`config.mk`:
```
export PLATFORM = sky130hd
export DESIGN_NAME = snake_body_engine
export DESIGN_NICKNAME = d
export VERILOG_FILES = /design/src/rtl/snake_pkg.sv /design/src/rtl/snake_ring.sv /design/src/rtl/snake_body_engine.sv
export SDC_FILE = /design/constraint.sdc
export NUM_CORES = 1
export LEC_CHECK = 0
export BUFFER_PORTS_ARGS = -buffer_cell sky130_fd_sc_hd__buf_2
export CELL_PAD_IN_SITES_DETAIL_PLACEMENT = 2
export CELL_PAD_IN_SITES_GLOBAL_PLACEMENT = 2
export CORE_ASPECT_RATIO = 0.7
export CORE_MARGIN = 4
export CORE_UTILIZATION = 40
export DETAILED_ROUTE_END_ITERATION = 10
export PLACE_DENSITY_LB_ADDON = 0.1
export SETUP_SLACK_MARGIN = 0.4
export SKIP_CTS_REPAIR_TIMING = 1
export SYNTH_ARGS = -nofsm -noshare
export SYNTH_HDL_FRONTEND = slang
export SYNTH_SLANG_ARGS = --single-unit
```
`constraint.sdc`:
```
create_clock -name clk -period 9.7 [get_ports clk]
set_clock_uncertainty 0.1 [all_clocks]
set_input_delay 1.94 -clock clk [delete_from_list [all_inputs] [get_ports clk]]
set_output_delay 1.94 -clock clk [all_outputs]
set_load 0.01 [all_outputs]
```
`src/rtl/snake_pkg.sv`:
```
// Shared encodings for the snake body engine: directions, colours, FSM states
// and the 160x120 grid coordinate widths.
package snake_pkg;

  localparam int X_W   = 8;
  localparam int Y_W   = 7;
  localparam int POS_W = X_W + Y_W;

  localparam logic [X_W-1:0] X_MAX = 8'd159;
  localparam logic [Y_W-1:0] Y_MAX = 7'd119;

  localparam logic [1:0] DIR_RIGHT = 2'b00;
  localparam logic [1:0] DIR_UP    = 2'b01;
  localparam logic [1:0] DIR_LEFT  = 2'b10;
  localparam logic [1:0] DIR_DOWN  = 2'b11;

  localparam logic [2:0] BLACK = 3'b000;
  localparam logic [2:0] GREEN = 3'b010;
  localparam logic [2:0] RED   = 3'b100;

  typedef enum logic [2:0] {
    INIT,
    IDLE,
    CALC,
    SCAN,
    ERASE,
    DRAW,
    DEAD
  } state_e;

  // Opposite directions differ only in the upper encoding bit.
  function automatic logic [1:0] reverse_dir(input logic [1:0] d);
    return d ^ 2'b10;
  endfunction

endpackage

```
`src/rtl/snake_ring.sv`:
```
// Circular buffer of packed {x,y} body segments, oldest (tail) first.
// Memory has a registered read addressed as an offset from the tail.
module snake_ring
  import snake_pkg::*;
#(
  parameter int DEPTH = 32,
  parameter int W     = POS_W
) (
  input  logic                     clk,
  input  logic                     reset_n,
  input  logic                     push,
  input  logic [W-1:0]             push_data,
  input  logic                     pop,
  input  logic [$clog2(DEPTH)-1:0] rd_idx,
  output logic [W-1:0]             rd_data
);

  localparam int PW = $clog2(DEPTH);

  logic [PW-1:0] head_ptr_q, head_ptr_d;
  logic [PW-1:0] tail_ptr_q, tail_ptr_d;
  logic [W-1:0]  mem [DEPTH];
  logic [W-1:0]  rd_data_q;

  always_comb begin
    head_ptr_d = push ? head_ptr_q + PW'(1) : head_ptr_q;
    tail_ptr_d = pop  ? tail_ptr_q + PW'(1) : tail_ptr_q;
  end

  always_ff @(posedge clk or negedge reset_n) begin
    if (!reset_n) begin
      head_ptr_q <= '0;
      tail_ptr_q <= '0;
    end else begin
      head_ptr_q <= head_ptr_d;
      tail_ptr_q <= tail_ptr_d;
    end
  end

  // Storage carries no reset so it maps onto block RAM; pointers alone define validity.
  always_ff @(posedge clk) begin
    if (push) begin
      mem[head_ptr_q] <= push_data;
    end
    rd_data_q <= mem[tail_ptr_q + rd_idx];
  end

  assign rd_data = rd_data_q;

endmodule

```
`src/rtl/snake_body_engine.sv`:
```
// Snake movement engine: steps the head on tick, erases the tail / draws the head
// through the vga_adapter pixel port. Define SNAKE_SELF_COLLIDE_EN to add body collision.
module snake_body_engine
  import snake_pkg::*;
#(
  parameter int MAX_LEN = 32,
  parameter int START_X = 80,
  parameter int START_Y = 60
) (
  input  logic                      clk,
  input  logic                      reset_n,
  input  logic                      tick,
  input  logic [1:0]                dir,
  input  logic                      grow,
  output logic [X_W-1:0]            x,
  output logic [Y_W-1:0]            y,
  output logic [2:0]                colour,
  output logic                      plot,
  output logic                      busy,
  output logic                      dead,
  output logic [$clog2(MAX_LEN):0]  length
);

  localparam int PW = $clog2(MAX_LEN);
  localparam int LW = PW + 1;

  state_e         state_q, state_d;
  logic [X_W-1:0] head_x_q, head_x_d, next_x_q, next_x_d, x_q, x_d, cand_x;
  logic [Y_W-1:0] head_y_q, head_y_d, next_y_q, next_y_d, y_q, y_d, cand_y;
  logic [1:0]     dir_q, dir_d, eff_dir;
  logic           grow_q, grow_d, grow_eff;
  logic [LW-1:0]  len_q, len_d;
  logic [2:0]     colour_q, colour_d;
  logic           plot_q, plot_d, busy_q, busy_d, dead_q, dead_d;

  logic             push, pop;
  logic [POS_W-1:0] push_data, rd_data;
  logic [PW-1:0]    rd_idx;

`ifdef SNAKE_SELF_COLLIDE_EN
  logic [PW-1:0] scan_idx_q, scan_idx_d;
  logic          hit_q, hit_d, seg_match;
`endif

  snake_ring #(
    .DEPTH (MAX_LEN),
    .W     (POS_W)
  ) u_ring (
    .clk       (clk),
    .reset_n   (reset_n),
    .push      (push),
    .push_data (push_data),
    .pop       (pop),
    .rd_idx    (rd_idx),
    .rd_data   (rd_data)
  );

  // A full-length snake discards food instead of growing.
  assign grow_eff = grow_q && (len_q != LW'(MAX_LEN));

  always_comb begin
    eff_dir = dir;
    if (dir == reverse_dir(dir_q) && len_q != LW'(1)) begin
      eff_dir = dir_q;
    end
    cand_x = head_x_q;
    cand_y = head_y_q;
    case (eff_dir)
      DIR_RIGHT: cand_x = head_x_q + 8'd1;
      DIR_UP:    cand_y = head_y_q - 7'd1;
      DIR_LEFT:  cand_x = head_x_q - 8'd1;
      DIR_DOWN:  cand_y = head_y_q + 7'd1;
      default:   cand_x = head_x_q;
    endcase
  end

  always_comb begin
    state_d   = state_q;
    head_x_d  = head_x_q;
    head_y_d  = head_y_q;
    next_x_d  = next_x_q;
    next_y_d  = next_y_q;
    dir_d     = dir_q;
    grow_d    = grow_q | grow;
    len_d     = len_q;
    plot_d    = 1'b0;
    x_d       = x_q;
    y_d       = y_q;
    colour_d  = colour_q;
    busy_d    = 1'b0;
    dead_d    = 1'b0;
    push      = 1'b0;
    push_data = {next_x_q, next_y_q};
    pop       = 1'b0;
    rd_idx    = '0;
`ifdef SNAKE_SELF_COLLIDE_EN
    scan_idx_d = scan_idx_q;
    hit_d      = hit_q;
    seg_match  = 1'b0;
`endif
    case (state_q)
      INIT: begin
        busy_d    = 1'b1;
        plot_d    = 1'b1;
        x_d       = head_x_q;
        y_d       = head_y_q;
        colour_d  = GREEN;
        push      = 1'b1;
        push_data = {head_x_q, head_y_q};
        state_d   = IDLE;
      end
      IDLE: begin
        if (tick) state_d = CALC;
      end
      CALC: begin
        busy_d   = 1'b1;
        dir_d    = eff_dir;
        next_x_d = cand_x;
        next_y_d = cand_y;
        // Unsigned compare also catches 0-1 wrapping to the top of the range.
        if (cand_x > X_MAX || cand_y > Y_MAX) begin
          state_d = DEAD;
        end else begin
`ifdef SNAKE_SELF_COLLIDE_EN
          state_d    = SCAN;
          scan_idx_d = '0;
          hit_d      = 1'b0;
`else
          state_d = ERASE;
`endif
        end
      end
`ifdef SNAKE_SELF_COLLIDE_EN
      SCAN: begin
        busy_d    = 1'b1;
        // Index 0 is the tail, which vacates this step unless we are growing.
        seg_match = (rd_data == {next_x_q, next_y_q}) && (scan_idx_q != '0 || grow_eff);
        hit_d     = hit_q | seg_match;
        if (({1'b0, scan_idx_q} + LW'(1)) < len_q) begin
          scan_idx_d = scan_idx_q + PW'(1);
          rd_idx     = scan_idx_q + PW'(1);
        end else begin
          state_d = (hit_q || seg_match) ? DEAD : ERASE;
        end
      end
`endif
      ERASE: begin
        busy_d  = 1'b1;
        grow_d  = grow;
        state_d = DRAW;
        if (grow_eff) begin
          len_d = len_q + LW'(1);
        end else begin
          plot_d   = 1'b1;
          x_d      = rd_data[POS_W-1:Y_W];
          y_d      = rd_data[Y_W-1:0];
          colour_d = BLACK;
          pop      = 1'b1;
        end
      end
      DRAW: begin
        busy_d   = 1'b1;
        plot_d   = 1'b1;
        x_d      = next_x_q;
        y_d      = next_y_q;
        colour_d = GREEN;
        push     = 1'b1;
        head_x_d = next_x_q;
        head_y_d = next_y_q;
        state_d  = IDLE;
      end
      DEAD: begin
        dead_d = 1'b1;
        if (!dead_q) begin
          plot_d   = 1'b1;
          x_d      = head_x_q;
          y_d      = head_y_q;
          colour_d = RED;
        end
      end
      default: state_d = INIT;
    endcase
  end

  always_ff @(posedge clk or negedge reset_n) begin
    if (!reset_n) begin
      state_q  <= INIT;
      head_x_q <= X_W'(START_X);
      head_y_q <= Y_W'(START_Y);
      next_x_q <= '0;
      next_y_q <= '0;
      dir_q    <= DIR_RIGHT;
      grow_q   <= 1'b0;
      len_q    <= LW'(1);
      plot_q   <= 1'b0;
      x_q      <= '0;
      y_q      <= '0;
      colour_q <= BLACK;
      busy_q   <= 1'b0;
      dead_q   <= 1'b0;
`ifdef SNAKE_SELF_COLLIDE_EN
      scan_idx_q <= '0;
      hit_q      <= 1'b0;
`endif
    end else begin
      state_q  <= state_d;
      head_x_q <= head_x_d;
      head_y_q <= head_y_d;
      next_x_q <= next_x_d;
      next_y_q <= next_y_d;
      dir_q    <= dir_d;
      grow_q   <= grow_d;
      len_q    <= len_d;
      plot_q   <= plot_d;
      x_q      <= x_d;
      y_q      <= y_d;
      colour_q <= colour_d;
      busy_q   <= busy_d;
      dead_q   <= dead_d;
`ifdef SNAKE_SELF_COLLIDE_EN
      scan_idx_q <= scan_idx_d;
      hit_q      <= hit_d;
`endif
    end
  end

  assign x      = x_q;
  assign y      = y_q;
  assign colour = colour_q;
  assign plot   = plot_q;
  assign busy   = busy_q;
  assign dead   = dead_q;
  assign length = len_q;

endmodule

```
# After elaboration in Yosys (flattened, before gate mapping)
# Memory sizes are Yosys's and may differ from the RTL's. A register that Yosys moved wholly into a read port is not among the register bits.
# Index checks and enable logic that the tools add are counted.
op_classes:
  order_cmp: 2
  muxes: 26
  bitwise_logic: 3
  n_reduce_logical: 13
  n_addsub: 7
  n_eq_ne: 14
op_table:
  columns: ["op", "n"]
  rows:
  - ["$pmux 8 s4", 1]
  - ["$pmux 7 s4", 1]
  - ["$mux 8", 2]
  - ["$pmux 8 s2", 1]
  - ["$mux 15", 1]
  - ["$pmux 3 s5", 1]
  - ["$mux 7", 2]
  - ["$pmux 7 s2", 1]
  - ["$add 5x1->5 const B", 2]
  - ["$eq 3x3->1 const B", 3]
  - ["$mux 1", 9]
  - ["$mux 3", 3]
  - ["$pmux 3 s3", 1]
  - ["$add 8x1->8 const B", 1]
  - ["$gt 8x8->1 const B", 1]
  - ["$sub 8x1->8 const B", 1]
  - ["$add 7x1->7 const B", 1]
  - ["$gt 7x7->1 const B", 1]
  - ["$sub 7x1->7 const B", 1]
  - ["$add 6x1->6 const B", 1]
  - ["$ne 2x2->1 const B", 3]
  - ["$ne 6x1->1 const B", 1]
  - ["$ne 6x6->1 const B", 1]
  - ["$reduce_and 3->1", 2]
  - ["other kinds (18)", 23]
word_totals:
  reg_bits: 73
  ramBits: 480
  word_cells: 82
  mem_count: 1
  output_inout_bits: 27
memory_table:
  columns: ["memory", "depth", "word_bits", "read_ports", "rd_clocked_by_memory_dff", "write_ports", "line", "rtl"]
  rows:
  - ["u_ring.mem", 32, 15, 1, 1, 1, "snake_ring.sv:22", "logic [W-1:0] mem [DEPTH];"]

# Longest topological paths before layout
# Gate-level depths: netlist (run 1).
depth:
  word_depth: 10
  mapped_depth: 15

# Modules after synthesis
# A second synthesis (run 1) with hierarchy kept.
unflattened:
  cells_unflattened: 1675
  hier_area_um2: 24200.7
modules_own_cells:
  columns: ["module", "n_inst", "seq_area_each_um2", "area_each_um2", "cells_each"]
  rows:
  - ["snake_ring", 1, 14964.4, 20519.7, 1291]
  - ["snake_body_engine", 1, 1560.2, 3681.0, 384]

# Worst setup path before layout (run 1)
# No wires, ideal clock.
synth_timing:
  kind: "input to register"
  startpoint: "in dir[0]"
  endpoint: "reg state_q[1]"
  path_slack_ns: 5.207
  required_ns: 9.463
  arrival_time_ns: 4.256
  cell_stages: 13
  n_path_buf: 1
  cell_sequence: "xor2_1 -> a21oi_1 -> mux2i_1 -> buf_2 -> nand2b_1 -> inv_1 -> fa_1 -> o21ai_0 -> a31oi_1 -> xnor2_1 -> a21boi_1 -> o21ai_0 -> o211ai_1"
synth_via:
  elab_chain_cells: 9
  word_cells_on_any_way: 14
  cone_classes: "2 x order compare; 4 x eq/ne; 5 x mux; 3 x reduce/logical"
synth_lines:
  columns: ["item", "line", "rtl"]
  rows:
  - ["start, declared", "snake_body_engine.sv:13", "input logic [1:0] dir,"]
  - ["$eq 2x2->1", "snake_body_engine.sv:63", "if (dir == reverse_dir(dir_q) && len_q != LW'(1)) begin"]
  - ["$logic_and 1x1->1", "snake_body_engine.sv:63", null]
  - ["$mux 2 (*)", "snake_body_engine.sv:63", null]
  - ["$eq 2x2->1, or another cell as far along", "snake_body_engine.sv:68", "case (eff_dir)"]
  - ["$pmux 8 s2 or $pmux 7 s2 (tied branches)", "snake_body_engine.sv:68", null]
  - ["$gt 8x8->1 or $gt 7x7->1 (tied branches)", "snake_body_engine.sv:121", "if (cand_x > X_MAX || cand_y > Y_MAX) begin"]
  - ["$logic_or 1x1->1 (*)", "snake_body_engine.sv:121", null]
  - ["$mux 2 (*)", "snake_body_engine.sv:121", null]
  - ["$pmux 3 s5 (*)", "snake_body_engine.sv:101", "case (state_q)"]
  - ["end signal, assigned", "snake_body_engine.sv:206", "state_q <= state_d;"]
  - ["end, declared", "snake_body_engine.sv:27", "state_e state_q, state_d;"]
# Every way passes the cells marked *; elsewhere a longest branch is shown, timed or not.
# A chain may end at the register's enable or synchronous reset.

# Final worst setup path (run 1)
# Ends and elaborated chain as after synthesis.

==> out/metrics.yaml, run 1 <==
tritoncts: "yes"
place_hpwl_um: 35400
ys.warnings.count: 0
antenna_found_initial: 1
cp_max_fo: 23
min_period_ns: 4.78
cpPeakStageDelay_ns: 0.45
htree_levels: 2
core_area_um2: 55700
worst_slew_pin_slew_ns: 1.23
worstSetupEndpointType: "register"
grt_max_degree: 61
drt_pass1_iterations: 5
n_antenna_cell: 0
synthSimpleGateAreaFrac_pct: 3.41
place_area_um2: 23900
synth_edf_count: 480
avgSynthCellArea_um2: 19.7
critPathBufInv: 2
die_h_um: 207
start_util_pct: 40.8
synth_xor_area_share_pct: 0.965
tns_ns: 0
crit_chain: "buf_2 -> xor2_1 -> a21oi_1 -> mux2i_1 -> buf_4 -> nand2b_1 -> ha_1 -> a21o_1 -> a311oi_1 -> nor3_1 -> a311oi_1 -> nor4_1 -> o21ai_0 -> o211ai_1"
seq_area_frac_synth_pct: 72.8
yosys_most_used_dff: "edfxtp_1"
cp.arrival_ns: 5.19
critical_path_class: "in -> reg"
drt_first_iter_violations: 905
hold_viol_final: 0
ir_worst_vdd_mv: 0.141
cts_num_sinks: 567
netlist_area_um2: 22700
vias_per_cell: 5.57
hold_class: "reg -> reg"
insertion_delay_ns: 0.63
grt.overflow.total: 0
required_ns: 10.11
first_global_vias: 12200
clockBufferDepth: 3
synthCells: 1153
dp_cells: 1903
io_buffers: 31
grt_pass1_wl_um: 87400
drv_slew: 0
rows: 72
nets: 1243
ant_nets: 0
fin_crit_sh_pct: 49.3
ys_async_sr_fraction_pct: 12.7
final_cells: 2008
vias: 11200
wl_per_cell_um: 29.3
ios: 33
setup_viol_count_final: 0
syn_to_final_growth_pct: 13.5
synth_top_family_by_area: "multiplexers"
ys_types: 57
path_clk_slew_ns: 0.07
synth_fp_nets: 1175
slowest_stage: "buf_2"
drv_cap: 0
fin_area_um2: 25800
status: "completed"
cpLargestDelayFamily: "compound AO/OA/AOI/OAI gates"
drive_above_1_share_pct: 31.9
track_usage_pct: 19.6
wl_um: 58700
die_area_um2: 60700
synth_fa_ha_area_share_pct: 0.915
p_leak_nw: 8.43
gp_congestion: 0.728
cts_buffers: 56
drc: 0
slew_headroom_pct: 17.8
synth.area.mux_share_pct: 18.1
ys_ff_latch: 567
grt_setup_unrepaired: "false"
crit_path_frequent_cell: "a311oi_1"
cts_root_buffer: "clkbuf_16"
startpoint_type: "input pin"
synth_compound_area_share_pct: 2.23
max_freq_mhz: 209
die_w_um: 293
power.density_nw_per_um2: 302
-- cell usage in the layout, fill, tap and decap left out, types with 6 or more instances in the layout --
cell and count:
nor2_2 32, bufinv_16 6, mux4_2 150, inv_1 10
clkbuf_16 57, clkbuf_1 19, nor2_1 25, and2_1 6
ha_1 15, clkinv_1 7, mux2i_1 22, edfxtp_1 480
dfrtp_1 61, nand2_1 56, buf_2 30, xnor2_1 17
nand4_1 7, xor2_1 8, dfxtp_1 15, buf_4 46
o21ai_0 22, a21oi_1 23, clkinv_2 8, nor3_1 6
dfstp_2 7, o21ai_1 17, mux2_2 46
-- synthesized netlist by cell type (3+ instances only) --
cell        n  area [µm²]
clkbuf_1   42         158
nor2b_1     4        25.0
mux2i_1    22         220
a21oi_1    23         115
buf_1       7        26.3
buf_2       6        30.0
mux2_2     46         518
and2_1      6        37.5
nor3_1      8        40.0
ha_1       15         188
buf_6       4        45.0
inv_1      10        37.5
dfxtp_1    15         300
nand3_1     3        15.0
xor2_1      8        70.1
nor2_1     57         214
nand2b_1    4        25.0
buf_4       6        45.0
edfxtp_1  480       14400
mux4_2    150        3380
o21ai_1    17        85.1
dfstp_2     7         184
or3_1       3        18.8
xnor2_1    17         149
nand2_1    56         210
nand4_1     7        43.8
dfrtp_1    65        1630
nand3b_1    3        22.5
a21o_1      4        30.0
o21ai_0    22         110
a31oi_1     3        18.8
-- routing by layer --
metal | GRT usage [%] | vias to the layer above | part of all wire [%]
li1 | - | 4774 | -
met1 | 29.3 | 6097 | 47
met2 | 30.3 | 256 | 46
met3 | 3.93 | 59 | 5.3
met4 | 4.04 | 0 | 1.4
met5 | 0 | - | 0
-- area by class of cell --
class                      count  area [µm²]
fill                        5038       29900
clock inverter                28         327
clock buffer                  77        1510
tap                          740         926
timing repair buffer          76         495
multi-input combinational    510        5920
sequential                   567       16500
inverter                      10        37.5
-- kinds of logic (layout without fill, tap and decap cells) --
group | Yosys count | after routing
AO/OA/AOI/OAI | 83 | 83
flip-flops | 567 | 567
other | 1 | 1
XOR/XNOR | 25 | 25
multiplexers | 218 | 218
AND/OR/NAND/NOR | 167 | 167
adder cells (fa/ha/maj) | 16 | 16
buffers and inverters | 76 | 191
-- worst paths after layout --
check                          start                   end  slack (ns)  cells past startpoint
setup / recovery              dir[0]            state_q[1]        4.92                     14
hold / removal                  x[0]                  x[0]        0.38                      2
setup reg to reg           length[0]            state_q[1]        5.94                     14
hold reg to reg                 x[0]                  x[0]        0.38                      2
max in group asynchronous    reset_n  u_ring.tail_ptr_q[1]        7.32                      2
min in group asynchronous    reset_n                  plot        1.18                      1
-- through the flow --
| step | utilization, % | hold slack, ns | power, mW | worst slack (ns) |
|---|---|---|---|---|
| after floorplan | - | 0.371 | 4.86 | 5.21 |
| after global placement | 43.0 | 0.354 | 5.58 | 4.47 |
| after detailed placement | 43.0 | 0.373 | 5.67 | 4.29 |
| after CTS | 46.3 | 0.389 | 7.90 | 4.97 |
| after global routing | 46.3 | 0.402 | 8.19 | 4.65 |
| final | 46.3 | 0.382 | 7.78 | 4.92 |
-- tightest hold or removal path: stages (launching register included) --
cell and delay (ns):
dfrtp_1 0.34, nand2_1 0.05, o21ai_1 0.06
-- flip-flops by register name (all words and copies together), names as in the netlist, 2 cells and up --
name / count
colour: 2
dir_q: 2
head_x_q: 8
head_y_q: 7
length: 6
next_x_q: 8
next_y_q: 7
state_q: 3
u_ring.head_ptr_q: 5
u_ring.mem: 480
u_ring.rd_data: 15
u_ring.tail_ptr_q: 5
x: 8
y: 7
-- report_power, final --
| part | internal (mW) | switching, mW | leakage (nW) | total, mW |
|---|---|---|---|---|
| combinational | 0.667 | 1.29 | 2.16 | 1.95 |
| clock | 1.26 | 0.938 | 0.887 | 2.20 |
| sequential | 3.40 | 0.225 | 5.38 | 3.63 |
| total | 5.33 | 2.45 | 8.43 | 7.78 |
(Power assumes the default switching activity.)
==> run 2: changes to the inputs <==
--- a/config.mk
+++ b/config.mk
@@ -5,6 +5,7 @@
 export SDC_FILE = /design/constraint.sdc
 export NUM_CORES = 1
 export LEC_CHECK = 0
+export ABC_AREA = 1
 export BUFFER_PORTS_ARGS = -buffer_cell sky130_fd_sc_hd__buf_2
 export CELL_PAD_IN_SITES_DETAIL_PLACEMENT = 2
 export CELL_PAD_IN_SITES_GLOBAL_PLACEMENT = 2
==> constraint.sdc (replaced) <==
create_clock -name clk -period 4.3 [get_ports clk]
set_clock_uncertainty 0.1 [all_clocks]
set_input_delay 0.86 -clock clk [delete_from_list [all_inputs] [get_ports clk]]
set_output_delay 0.86 -clock clk [all_outputs]
set_load 0.01 [all_outputs]
==> out/metrics.yaml, run 2 <==
status: "completed"
power.density_nw_per_um2: 749  # +150%
worstSetupEndpointType: "register"
drt_pass1_iterations: 5  # unchanged
die_h_um: 209  # +0.64%
nets: 1960  # +58%
synth_top_family_by_area: "compound AO/OA/AOI/OAI gates"
worstRegToRegCells: 23  # +9
wl_per_cell_um: 27.5  # -5.9%
tritoncts: "yes"
drt_first_iter_violations: 1318  # +46%
ys_async_sr_fraction_pct: 12.7  # unchanged
synth_fp_nets: 1911  # +63%
max_freq_mhz: 279
top_register: "u_ring.mem"
fin_area_um2: 26200  # +1.6%
place_area_um2: 24300  # +1.6%
place_hpwl_um: 44700  # +26%
synth.most_common_cell: "edfxtp_1"
avgSynthCellArea_um2: 12.2  # -38%
synth.area.mux_share_pct: 0  # -18 points
p_int_mw: 12.1  # +130%
ys_ff_latch: 567  # unchanged
first_global_vias: 16900  # +39%
vias_per_cell: 5.75  # +3.2%
clockBufferDepth: 3  # unchanged
synth_fa_ha_area_share_pct: 0.903  # -0.012 points
grt_pass1_wl_um: 112000  # +28%
startpoint_type: "register"
netlist_area_um2: 23000  # +1.3%
cp_max_fo: 6  # -74%
grt.overflow.total: 0  # unchanged
cts_num_sinks: 567  # unchanged
antenna_found_initial: 6  # +5
cp.arrival_ns: 4.04  # -1.15 ns
synth_top_area_cell: "edfxtp_1"
start_util_pct: 40.5  # -0.28 points
synth_xor_area_share_pct: 0.647  # -0.32 points
synth_edf_count: 480  # unchanged
ir_worst_vdd_mv: 0.663  # +370%
cts_root_buffer: "clkbuf_16"
gp_congestion: 0.775  # +6.4%
worst_slew_pin_slew_ns: 1.14  # -0.0972 ns
power_switching_mw: 7.55  # +210%
io_buffers: 31  # unchanged
r2r-end: "state_q[1]"
cts_buffers: 58  # +3.6%
ys_types: 42  # -26%
n_antenna_cell: 0  # unchanged
ant_nets: 0  # unchanged
htree_levels: 2  # unchanged
pwr-share-clk_pct: 25.8  # -2.4 points
core_area_um2: 56800  # +2.0%
synth_top_area_share_pct: 62.7  # -0.84 points
min_period_ns: 3.58
mostFrequentLayoutCells: "edfxtp_1 (480), nor2_1 (307), o21ai_0 (293), nand2_1 (156), o22ai_1 (80)"
p_leak_nw: 9.11  # +8.1%
fin_crit_sh_pct: 83.4
comb_power_share_pct: 33.2  # +8.1 points
path_clk_slew_ns: 0.06  # about the same
track_usage_pct: 24.5  # +4.8 points
die_w_um: 295  # +0.65%
seq_area_frac_synth_pct: 71.8  # -0.97 points
synth_common_cells: "edfxtp_1 (480), nor2_1 (313), o21ai_0 (308)"
synth_compound_area_share_pct: 12.7  # +10 points
drive_above_1_share_pct: 12.6  # -19 points
drv_slew: 0  # unchanged
drv_cap: 0  # unchanged
largest_reg_flops: 480  # unchanged
drc: 0  # unchanged
p_sw_share_pct: 38.5  # +7.0 points
rr_startpoint: "length[1]"
ff2ff_setup_slack_ns: 0.72  # -5.22 ns
wl_um: 75300  # +28%
yosys_most_used_dff: "edfxtp_1"
grt_setup_unrepaired: "false"
synth.top_cells.by_area: "edfxtp_1 (63%), dfrtp_1 (7.1%), o21ai_0 (6.7%)"
p_seq_share_pct: 41.0  # -5.7 points
tns_ns: 0  # unchanged
mostFrequentLayoutCell: "edfxtp_1"
synthCells: 1889  # +64%
grt_max_degree: 122  # +100%
rows: 73  # +1.4%
startpoint: "length[1]"
critical_path_class: "reg -> reg"
ios: 33  # unchanged
setup_viol_count_final: 0  # unchanged
slew_headroom_pct: 24.2  # +6.4 points
syn_to_final_growth_pct: 13.8
required_ns: 4.76  # -5.35 ns
die_area_um2: 61500  # +1.3%
insertion_delay_ns: 0.62  # about the same
ys.warnings.count: 0  # unchanged
hold_viol_final: 0  # unchanged
synthSimpleGateAreaFrac_pct: 10.3  # +6.8 points
vias: 15700  # +41%
hold_class: "in -> async"
## run 2: layout make-up
type | count | area (µm²)
multi-input combinational | 1122 | 5740
timing repair buffer | 107 | 778
fill | 5630 | 30600
tap | 750 | 938
sequential | 567 | 16500
clock buffer | 82 | 1680
inverter | 82 | 314
clock inverter | 25 | 198
## run 2: worst max-delay path, cell delays in order (launching register included)
cell	delay [ns]
dfrtp_1	0.42
inv_1	0.15
ha_1	0.18
nand3_2	0.13
nand2_1	0.10
nand2_2	0.05
nand2_2	0.07
inv_2	0.05
nor2_2	0.29
inv_1	0.22
ha_1	0.36
a21oi_1	0.14
nand2_1	0.08
nand2_1	0.09
nand2_1	0.06
a21oi_1	0.18
o21ai_0	0.13
o21ai_1	0.12
xor2_1	0.10
o31ai_1	0.22
inv_1	0.08
nand2_1	0.09
nand2_1	0.05
nand2_1	0.06
## run 2: power groups by stage
stage | clock network [mW] | logic (mW) | registers [mW]
3_3_place_gp | 0 | 6.19 | 8.11
6_report | 5.06 | 6.50 | 8.04
2_1_floorplan | 0 | 3.55 | 8.05
5_1_grt | 5.42 | 7.17 | 8.11
4_1_cts | 5.15 | 6.57 | 8.04
3_5_place_dp | 0 | 6.51 | 8.13
## run 2: cell families after synthesis
logic type	after synthesis
XOR/XNOR	17
AO/OA/AOI/OAI	513
buffers and inverters	200
other	1
flip-flops	567
adder cells (fa/ha/maj)	16
AND/OR/NAND/NOR	575
## run 2: worst max-delay path by stage
stage / to / slack, ns / cells after the start
6_report: state_q[1] / 0.72 / 23
5_1_grt: state_q[1] / 0.41 / 22
2_1_floorplan: state_q[1] / 1.06 / 24
3_5_place_dp: state_q[1] / 0.21 / 25
4_1_cts: state_q[1] / 0.74 / 23
3_3_place_gp: state_q[1] / 0.40 / 24
## run 2: stage by stage
step | power [mW] | util, % | cells | setup WS (ns) | hold WS (ns)
3_3_place_gp | 14.3 | 42.8 | 2628 | 0.399 | 0.382
5_1_grt | 20.7 | 46.1 | 2735 | 0.405 | 0.342
6_report | 19.6 | 46.1 | 2735 | 0.715 | 0.296
4_1_cts | 19.8 | 46.1 | 2735 | 0.739 | 0.324
2_1_floorplan | 11.6 | - | 1889 | 1.06 | 0.363
3_5_place_dp | 14.6 | 42.8 | 2628 | 0.208 | 0.387
## run 2: per-layer routing
layer  track usage [%]  vias to the layer above  part of all wire, %
met5                 0                        -                    0
met1              36.7                     8342                   47
li1                  -                     6966                    -
met3              4.22                       83                  5.7
met2              38.2                      330                   45
met4              4.25                        0                  1.4
==> run 3: changes to the inputs <==
--- a/config.mk
+++ b/config.mk
@@ -5,7 +5,7 @@
 export SDC_FILE = /design/constraint.sdc
 export NUM_CORES = 1
 export LEC_CHECK = 0
-export ABC_AREA = 1
+export ABC_AREA = 0
 export BUFFER_PORTS_ARGS = -buffer_cell sky130_fd_sc_hd__buf_2
 export CELL_PAD_IN_SITES_DETAIL_PLACEMENT = 2
 export CELL_PAD_IN_SITES_GLOBAL_PLACEMENT = 2
==> constraint.sdc (replaced) <==
create_clock -name clk -period 3.24 [get_ports clk]
set_clock_uncertainty 0.1 [all_clocks]
set_input_delay 0.648 -clock clk [delete_from_list [all_inputs] [get_ports clk]]
set_output_delay 0.648 -clock clk [all_outputs]
set_load 0.01 [all_outputs]
==> out/metrics.yaml, run 3 (synthesis results as in run 1) <==
path_clk_slew_ns: 0.06  # about the same
power_mw: 23.6  # +21%
slew_headroom_pct: 40.9  # +17 points
mostFrequentLayoutCell: "edfxtp_1"
track_usage_pct: 20.2  # -4.3 points
insertion_delay_ns: 0.62  # about the same
drt_pass1_iterations: 4  # -1
startpoint_type: "register"
power.density_nw_per_um2: 896  # +20%
largest_reg_flops: 480  # unchanged
cts_root_buffer: "clkbuf_16"
tritoncts: "yes"
drt_first_iter_violations: 874  # -34%
die_h_um: 207  # -0.64%
gp_congestion: 0.755  # -2.6%
min_period_ns: 2.98  # -0.600 ns
required_ns: 3.61  # -1.15 ns
cts_num_sinks: 567  # unchanged
worst_slew_pin_slew_ns: 0.883  # -0.252 ns
fin_crit_sh_pct: 92.1  # +8.8 points
hold-worst-slack_ns: 0.122  # -0.174 ns
startpoint: "length[0]"
worst_slack_ns: 0.255  # -0.460 ns
ant_nets: 0  # unchanged
status: "completed"
setup_viol_count_final: 0  # unchanged
tns_ns: 0  # unchanged
start_util_pct: 40.8  # +0.28 points
max_freq_mhz: 335  # +20%
endpoint: "state_q[1]"
rr_startpoint: "length[0]"
drv_cap: 0  # unchanged
die_area_um2: 60700  # -1.3%
io_buffers: 31  # unchanged
final_cells: 2035  # -26%
r2r-end: "state_q[1]"
hold_class: "in -> reg"
place_hpwl_um: 38300  # -14%
htree_levels: 2  # unchanged
hold_viol_final: 0  # unchanged
dp_slack_ns: 0.0636  # -0.144 ns
grt_setup_unrepaired: "true"
top_register: "u_ring.mem"
ir_worst_vdd_mv: 0.503  # -24%
worstSetupEndpointType: "register"
critical_path_class: "reg -> reg"
die_w_um: 293  # -0.65%
core_area_um2: 55700  # -2.0%
vias_per_cell: 5.61  # -2.4%
cp.arrival_ns: 3.36  # -0.68 ns
syn_to_final_growth_pct: 16.2
ff2ff_setup_slack_ns: 0.26  # -0.46 ns
cp_max_fo: 7  # +1
dp_cells: 1930  # -27%
drv_slew: 0  # unchanged
rows: 72  # -1.4%
drive_above_1_share_pct: 35.1  # +22 points
n_antenna_cell: 0  # unchanged
clockBufferDepth: 3  # unchanged
vias: 11400  # -27%
nets: 1276  # -35%
drc: 0  # unchanged
wl_per_cell_um: 30.0  # +9.1%
grt_pass1_wl_um: 89800  # -20%
grt.overflow.total: 0  # unchanged
cts_buffers: 56  # -3.4%
grt_max_degree: 50  # -59%
worstRegToRegCells: 13  # -43%
antenna_found_initial: 2  # -4
ios: 33  # unchanged
first_global_vias: 12300  # -27%
p_leak_nw: 8.64  # -5.1%
mostFrequentLayoutCells: "edfxtp_1 (480), mux4_2 (150), dfrtp_1 (61), nand2_1 (56), clkbuf_16 (56)"
wl_um: 61100  # -19%
-- run 3: cell types whose count changed in the layout (fill, tap and decap cells not counted), sizes merged, moves of 46 or more --
cell / previous run / this run
inv: 80 / 10
mux2: 0 / 46
mux4: 0 / 150
nand2: 170 / 56
nand3: 64 / 3
nor2: 318 / 57
o21ai: 316 / 39
o221ai: 49 / 0
o22ai: 80 / 1
-- run 3: layer usage --
metal | GRT usage (%) | wire [µm] | vias up
met5 | 0 | 0 | -
met4 | 3.61 | 754 | 0
met3 | 3.14 | 2670 | 56
met2 | 30.7 | 27800 | 250
met1 | 31.4 | 29900 | 6280
li1 | - | - | 4833
-- run 3: final cells by class --
| class | instances | area [µm²] |
|---|---|---|
| Fill cell | 4969 | 29300 |
| Sequential cell | 567 | 16500 |
| Multi-Input combinational cell | 510 | 6090 |
| Clock buffer | 76 | 1550 |
| Timing Repair Buffer | 109 | 1050 |
| Tap cell | 740 | 926 |
| Clock inverter | 23 | 188 |
| Inverter | 10 | 37.5 |
-- run 3: worst min-delay path by stage --
| stage | slack (ns) | start | cells past startpoint | end |
|---|---|---|---|---|
| after global placement | 0.36 | colour[2] | 1 | colour[2] |
| final | 0.12 | tick | 2 | state_q[0] |
| after CTS | -0.07 | reset_n | 1 | u_ring.head_ptr_q[0] |
| after detailed placement | 0.37 | colour[2] | 1 | colour[2] |
| after global routing | 0.11 | grow | 2 | grow_q |
| after floorplan | 0.25 | reset_n | 0 | busy |
-- run 3: worst max-delay path: stages (launching register included) --
cell and delay (ns):
dfstp_2 0.57, ha_4 0.12, nor2b_4 0.18, a21oi_2 0.08, mux2i_1 0.14, nand2b_4 0.22
buf_4 0.18, ha_4 0.29, nor2b_1 0.05, a221o_1 0.33, a311oi_2 0.32, nor4_1 0.09
o21ai_1 0.08, o211ai_1 0.10
-- run 3: where the power goes --
group	switching, mW	internal (mW)	total (mW)
Clock	2.75	3.48	6.24
Combinational	4.15	2.37	6.53
Sequential	0.672	10.2	10.9
-- run 3: stage by stage --
step / cell area, µm² / utilization [%]
after floorplan: 22800 / -
after global placement: 24500 / 44.0
after detailed placement: 24500 / 44.0
after CTS: 26200 / 47.1
after global routing: 26400 / 47.4
final: 26400 / 47.4
